$ cat config.mk
export PLATFORM = sky130hd
export DESIGN_NAME = pio_instruct_queue_flat
export DESIGN_NICKNAME = d
export VERILOG_FILES = /design/src/rtl/pio_instruct_queue_if.sv /design/src/rtl/pio_instruct_queue.sv /design/src/flat_wrapper.sv
export SDC_FILE = /design/constraint.sdc
export NUM_CORES = 1
export LEC_CHECK = 0
export ABC_CLOCK_PERIOD_IN_PS = 8710
export CAP_MARGIN = 10
export CORE_MARGIN = 2
export CORE_UTILIZATION = 65
export CTS_CLUSTER_DIAMETER = 120
export DETAILED_ROUTE_END_ITERATION = 10
export HOLD_SLACK_MARGIN = 0.06
export PLACE_DENSITY = 0.87
export SYNTH_ARGS = -nofsm -noshare
export SYNTH_HDL_FRONTEND = slang
export SYNTH_SLANG_ARGS = --single-unit
$ cat constraint.sdc
create_clock -name clk -period 8.71 [get_ports clk]
set_input_delay 1.3065 -clock clk [delete_from_list [all_inputs] [get_ports clk]]
set_output_delay 1.3065 -clock clk [all_outputs]
set_load 0.01 [all_outputs]
$ cat src/rtl/pio_instruct_queue_if.sv
// Avalon-MM slave port plus coprocessor instruction handshake for pio_instruct_queue.
// The slave modport is the queue side; the master modport is the HPS/coprocessor side.
interface pio_instruct_queue_if #(
   parameter int unsigned DATA_WIDTH = 32
);
   logic [2:0]            address;
   logic                  chipselect;
   logic                  write_n;
   logic [31:0]           writedata;
   logic [31:0]           readdata;
   logic [DATA_WIDTH-1:0] ins_data;
   logic                  ins_valid;
   logic                  ins_ready;
   logic                  done;

   modport slave (
      input  address, chipselect, write_n, writedata, ins_ready, done,
      output readdata, ins_data, ins_valid
   );

   modport master (
      output address, chipselect, write_n, writedata, ins_ready, done,
      input  readdata, ins_data, ins_valid
   );
endinterface

$ cat src/rtl/pio_instruct_queue.sv
// HPS-writable instruction FIFO feeding a registered valid/ready output stage,
// with load/set/clear control register, sticky overflow and a done counter.
module pio_instruct_queue #(
   parameter int unsigned DATA_WIDTH = 32,
   parameter int unsigned DEPTH      = 16,
   parameter logic        CTRL_RESET = 1'b1
) (
   input  logic                  clk,
   input  logic                  reset,
   pio_instruct_queue_if.slave   bus
);
   localparam int unsigned PW = $clog2(DEPTH);
   localparam int unsigned CW = PW + 1;

   typedef enum logic [2:0] {
      REG_PUSH     = 3'd0,
      REG_STATUS   = 3'd1,
      REG_CTRL     = 3'd2,
      REG_DONECNT  = 3'd3,
      REG_CTRL_SET = 3'd4,
      REG_CTRL_CLR = 3'd5
   } reg_addr_t;

   logic [DATA_WIDTH-1:0] mem [DEPTH];
   logic [PW-1:0]         wptr;
   logic [PW-1:0]         rptr;
   logic [CW-1:0]         count;
   logic [DATA_WIDTH-1:0] push_shadow;
   logic [DATA_WIDTH-1:0] stage_data;
   logic                  stage_valid;
   logic                  ovf;
   logic                  en;
   logic [15:0]           donecnt;

   logic                  wr_en;
   logic                  push_wr;
   logic                  ovf_clr;
   logic                  ctrl_load;
   logic                  ctrl_set;
   logic                  ctrl_clr;
   logic                  dcnt_clr;
   logic                  en_next;
   logic                  flush;
   logic                  full;
   logic                  empty;
   logic                  accept;
   logic                  ovf_set;
   logic                  transfer;
   logic                  load;
   logic                  unused_wd;

   assign wr_en     = bus.chipselect & ~bus.write_n;
   assign unused_wd = ^bus.writedata;

   always_comb begin
      push_wr   = 1'b0;
      ovf_clr   = 1'b0;
      ctrl_load = 1'b0;
      ctrl_set  = 1'b0;
      ctrl_clr  = 1'b0;
      dcnt_clr  = 1'b0;
      if (wr_en) begin
         case (reg_addr_t'(bus.address))
            REG_PUSH:     push_wr   = 1'b1;
            REG_STATUS:   ovf_clr   = bus.writedata[2];
            REG_CTRL:     ctrl_load = 1'b1;
            REG_DONECNT:  dcnt_clr  = 1'b1;
            REG_CTRL_SET: ctrl_set  = 1'b1;
            REG_CTRL_CLR: ctrl_clr  = 1'b1;
            default:      ;
         endcase
      end
   end

   // FLUSH is never stored: it acts only on the edge of the write that sets it.
   always_comb begin
      en_next = en;
      if (ctrl_load)     en_next = bus.writedata[0];
      else if (ctrl_set) en_next = en | bus.writedata[0];
      else if (ctrl_clr) en_next = en & ~bus.writedata[0];
   end

   assign flush    = (ctrl_load | ctrl_set) & bus.writedata[1];
   assign full     = (count == CW'(DEPTH));
   assign empty    = (count == '0);
   assign accept   = push_wr & ~full;
   assign ovf_set  = push_wr & full;
   assign transfer = stage_valid & bus.ins_ready;
   assign load     = en & ~empty & (~stage_valid | transfer);

   always_ff @(posedge clk) begin
      if (accept) mem[wptr] <= bus.writedata[DATA_WIDTH-1:0];
   end

   always_ff @(posedge clk) begin
      if (reset) begin
         wptr        <= '0;
         rptr        <= '0;
         count       <= '0;
         push_shadow <= '0;
         stage_data  <= '0;
         stage_valid <= 1'b0;
         ovf         <= 1'b0;
         en          <= CTRL_RESET;
         donecnt     <= '0;
      end else begin
         en <= en_next;

         if (accept) push_shadow <= bus.writedata[DATA_WIDTH-1:0];

         if (ovf_set)      ovf <= 1'b1;
         else if (ovf_clr) ovf <= 1'b0;

         if (dcnt_clr)      donecnt <= {15'd0, bus.done};
         else if (bus.done) donecnt <= donecnt + 16'd1;

         if (flush) begin
            wptr        <= '0;
            rptr        <= '0;
            count       <= '0;
            stage_data  <= '0;
            stage_valid <= 1'b0;
         end else begin
            if (accept) wptr <= wptr + PW'(1);
            if (load)   rptr <= rptr + PW'(1);
            if (accept && !load)      count <= count + CW'(1);
            else if (!accept && load) count <= count - CW'(1);

            if (load) begin
               stage_data  <= mem[rptr];
               stage_valid <= 1'b1;
            end else if (transfer) begin
               stage_valid <= 1'b0;
            end
         end
      end
   end

   assign bus.ins_data  = stage_data;
   assign bus.ins_valid = stage_valid;

   always_comb begin
      bus.readdata = '0;
      case (reg_addr_t'(bus.address))
         REG_PUSH:    bus.readdata = 32'(push_shadow);
         REG_STATUS:  bus.readdata = {16'(count), 12'd0, stage_valid, ovf, full, empty};
         REG_CTRL:    bus.readdata = {30'd0, en, 1'b0};
         REG_DONECNT: bus.readdata = {16'd0, donecnt};
         default:     bus.readdata = '0;
      endcase
   end
endmodule

$ cat src/flat_wrapper.sv
// flat-port wrapper written by rule: the top's interface ports become plain ports
module pio_instruct_queue_flat 
#(
   parameter int unsigned DATA_WIDTH = 32,
   parameter int unsigned DEPTH      = 16,
   parameter logic        CTRL_RESET = 1'b1
)
  (clk, reset, bus_address, bus_chipselect, bus_write_n, bus_writedata, bus_ins_ready, bus_done, bus_readdata, bus_ins_data, bus_ins_valid);
  pio_instruct_queue_if #(.DATA_WIDTH(DATA_WIDTH)) bus_i ();
  input  logic clk;
  input  logic reset;
  input wire logic [$bits(bus_i.address)-1:0] bus_address;
  input wire logic [$bits(bus_i.chipselect)-1:0] bus_chipselect;
  input wire logic [$bits(bus_i.write_n)-1:0] bus_write_n;
  input wire logic [$bits(bus_i.writedata)-1:0] bus_writedata;
  input wire logic [$bits(bus_i.ins_ready)-1:0] bus_ins_ready;
  input wire logic [$bits(bus_i.done)-1:0] bus_done;
  output wire logic [$bits(bus_i.readdata)-1:0] bus_readdata;
  output wire logic [$bits(bus_i.ins_data)-1:0] bus_ins_data;
  output wire logic [$bits(bus_i.ins_valid)-1:0] bus_ins_valid;
  assign bus_i.address = bus_address;
  assign bus_i.chipselect = bus_chipselect;
  assign bus_i.write_n = bus_write_n;
  assign bus_i.writedata = bus_writedata;
  assign bus_i.ins_ready = bus_ins_ready;
  assign bus_i.done = bus_done;
  assign bus_readdata = bus_i.readdata;
  assign bus_ins_data = bus_i.ins_data;
  assign bus_ins_valid = bus_i.ins_valid;
  pio_instruct_queue #(.DATA_WIDTH(DATA_WIDTH), .DEPTH(DEPTH), .CTRL_RESET(CTRL_RESET)) u_core (.clk(clk), .reset(reset), .bus(bus_i));
endmodule
==> results.md <==
- Clock Skew: 0.0158 ns
- Grt ovf: 0
- HP Class: flip-flop to flip-flop
- Initial antenna violation count: 0
- Largest net degree at the start of global routing: 106
- Synth cell types: 53
- First-pass GRT wire length: 83900 um
- CTS tree: yes
- Initial drt markers: between 1500 and 2000
- GRT Total Usage: between 30% and 40%
- Routed vias: 13079
- Drt first pass iters: 7
- Multi-input gate area: 5980 sq um
- Share of cells above drive strength 1: 20.4%
- CP Max Fanout: 26
- Dpl ws: 2.84 ns
- Syn_area_per_cell: roughly 19 sq um
- DRC Markers: 0
- Slew Viols, Final: 0
- Fill cell count: 1904
- Max cap viols: 0
- Mapped Cells: 1270
- Sequential share of the synthesized area: 72.9%
- Status: completed
- Slew HR: 22.2%
- ANT cells: 0
- Slew @ Worst Pin: between 1 and 1.5 ns
- H-tree depth: 2
- Peak supply drop: between 0.00015 and 0.0002 V
- Async SR Flop Fraction: 0%
- Total Power: about 0.0072 W
- Critical Path Sink Type: output port
- Worst-path clk slew: 0.06 ns
- CP peak stage delay: 0.96 ns
- Die Span X: 195 um
- Setup Viol. Count Final: 0
- Clk_lat worst skew: around 0.60 ns
- Synth Flop Type: edfxtp_1
- Port buffer count: 105
- P_leak: 8.42 nW
- Seq. cell area: roughly 17000 sq um
- Top Ports: between 100 and 150
- DR vias/cell: 6.99
- Sink Count: 608
- Slowest cell on crit path: nor3_4
- Setup_tns: 0 ns
- Seq cells post-synth: 608
- Starting Density: 66.4%
- Yosys warnings: 0
- Util after Layout: about three quarters
- Max frequency: 188 MHz
- Mapped cell area: 23700 sq um
- Critical path cell sequence: clkdlybuf4s50_1 -> nor3_4 -> a22o_1 -> clkdlybuf4s50_1
- DPL Wire Length: 28600 um
- Number of buffers created by CTS: 56
- Rows: 69
- Most used cell, CP: clkdlybuf4s50_1
- Final period util: 61.0%
- Post-CTS setup repair buffer count: 0
- Crit path DAT: 4.01 ns
- Die H: 195 um
- Core area: about 36000 sq um
- RSZ-0062 raised after global routing: no
- # hold bufs at CTS: 0
- Clock Tree Root: clkbuf_16
- Routed WL: 55800 um
- Die ar.: 38000 sq um
- Final worst slack: 3.39 ns
- Final Wtd Congestion: roughly 0.83
- Syn_nets: about 1300
- Final ANT Viol Nets: 0
- Max Root-Sink Buffers: 3
- Pwr Density: 268 nW/um^2
- Minimum clock period: 5.32 ns
- Layout area overhead: 13.2%
- Average wire per standard cell: 29.8 um
- Critical setup path kind: input pin to output port
- Critical path required time: 7.40 ns
- Post-synth EDFFs: slightly above 500
- # resized after CTS: 0
- Post-layout net count: 1413
- Startpoint Class: input pin
- Hold Fails Final Rpt: 0
- Vias in the first global route: 13263
==> worst paths after layout <==
path / to / cells after the start / slack (ns) / from
hold / removal: u_core.push_shadow[17]$_SDFFE_PP0P_ / 2 / 0.47 / u_core.push_shadow[17]$_SDFFE_PP0P_
setup reg to reg: u_core.count[4]$_SDFFE_PP0P_ / 10 / 5.16 / u_core.count[1]$_SDFFE_PP0P_
hold reg to reg: u_core.push_shadow[17]$_SDFFE_PP0P_ / 2 / 0.47 / u_core.push_shadow[17]$_SDFFE_PP0P_
setup / recovery: bus_readdata[10] / 4 / 3.39 / bus_address[0]
==> routing by layer <==
metal | part of all wire (%) | vias up | wire, um | track usage (%)
li1 | - | 5307 | - | -
met1 | 37 | 6669 | 20700 | 41.8
met2 | 49 | 955 | 27500 | 48.5
met3 | 10 | 148 | 5720 | 5.65
met4 | 3.3 | 0 | 1810 | 11.1
met5 | 0 | - | 0 | 0
==> stage by stage <==
step | cells | instance area (sq um) | hold slack (ns)
6_report | 1870 | 26900 | 0.465
5_1_grt | 1870 | 26900 | 0.492
4_1_cts | 1870 | 26900 | 0.465
3_5_place_dp | 1764 | 25100 | 0.456
3_3_place_gp | 1764 | 25100 | 0.445
2_1_floorplan | 1270 | 23700 | 0.432
==> layout by cell type (no fill, tap or decap), types with 3 or more instances in the layout <==
cell and n:
inv_1 12, o21ai_0 9, nor4_1 32, ha_1 10, a221o_1 32, nor2_1 38
mux2_2 33, clkinv_2 12, nand2_1 73, mux4_2 129, bufinv_16 3, clkinv_1 10
mux2i_1 43, clkbuf_16 57, a21oi_1 48, and2_1 12, nand2b_1 3, xnor2_1 6
or3_1 10, clkbuf_8 5, inv_6 3, nor2b_1 5, a22o_1 12, clkbuf_1 14
nand3_1 5, clkdlybuf4s50_1 105, and3_2 14, buf_4 12, xor2_1 9, dfxtp_4 3
edfxtp_1 512, nand4_1 5, dfxtp_1 93
==> cells by family (layout without fill, tap and decap cells) <==
group	count (synthesis)	in the layout	synth area share [%]
DFF	608	608	72.9
and+or+nand+nor	216	216	4.62
muxes	205	205	15.6
AOI/OAI and AO/OA	117	117	3.62
buffers and inverters	98	237	2.05
xor gates and xnor gates	15	15	0.554
adders and majority gates	11	11	0.612
==> synth_stat cells (2+ instances only) <==
| cell type | instances | share of area [%] |
|---|---|---|
| a21boi_0 | 2 | 0.063 |
| a21o_1 | 2 | 0.063 |
| a21oi_1 | 48 | 1.0 |
| a221o_1 | 32 | 1.4 |
| a22o_1 | 12 | 0.44 |
| a31oi_1 | 2 | 0.053 |
| and2_1 | 12 | 0.32 |
| and3_1 | 15 | 0.40 |
| buf_1 | 8 | 0.13 |
| buf_2 | 28 | 0.59 |
| buf_4 | 8 | 0.25 |
| buf_6 | 7 | 0.33 |
| clkbuf_1 | 34 | 0.54 |
| dfxtp_1 | 96 | 8.1 |
| edfxtp_1 | 512 | 65 |
| ha_1 | 10 | 0.53 |
| inv_1 | 12 | 0.19 |
| mux2_2 | 33 | 1.6 |
| mux2i_1 | 43 | 1.8 |
| mux4_2 | 129 | 12 |
| nand2_1 | 73 | 1.2 |
| nand2b_1 | 3 | 0.079 |
| nand3_1 | 5 | 0.11 |
| nand4_1 | 5 | 0.13 |
| nor2_1 | 38 | 0.60 |
| nor2b_1 | 7 | 0.18 |
| nor3_1 | 4 | 0.084 |
| nor3b_1 | 2 | 0.063 |
| nor4_1 | 32 | 0.84 |
| o21ai_0 | 9 | 0.19 |
| o31ai_1 | 2 | 0.063 |
| or2_2 | 2 | 0.053 |
| or3_1 | 10 | 0.26 |
| xnor2_1 | 6 | 0.22 |
| xor2_1 | 9 | 0.33 |
==> power by group <==
group	internal (W)	switching [W]	total, W
sequential	0.00325	0.000148	0.00339
clock	0.00133	0.00106	0.00240
combinational	0.000725	0.000684	0.00141
total	0.00531	0.00190	0.00720
==> layout make-up <==
| cell class | count | area share, % |
|---|---|---|
| inverter | 13 | 0.182 |
| sequential | 608 | 64.5 |
| multi-input combinational | 564 | 22.3 |
| tap | 461 | 2.15 |
| clock inverter | 30 | 0.843 |
| clock buffer | 76 | 5.76 |
| timing repair buffer | 118 | 4.32 |
==> sequential cells by signal (all words and copies together) (netlist names), named ones only <==
register	count
u_core.ovf	1
u_core.count	5
u_core.donecnt	16
u_core.push_shadow	32
u_core.mem	512
u_core.bus.ins_data	32
u_core.bus.ins_valid	1
u_core.rptr	4
u_core.wptr	4
==> worst max-delay path, delay by kind of cell <==
| family | cells | cell delay [ns] |
|---|---|---|
| and+or+nand+nor | 1 | 0.96 |
| AOI/OAI and AO/OA | 1 | 0.31 |
| buffers and inverters | 2 | 1.42 |
No activity file was read; power rests on OpenSTA's default activity.
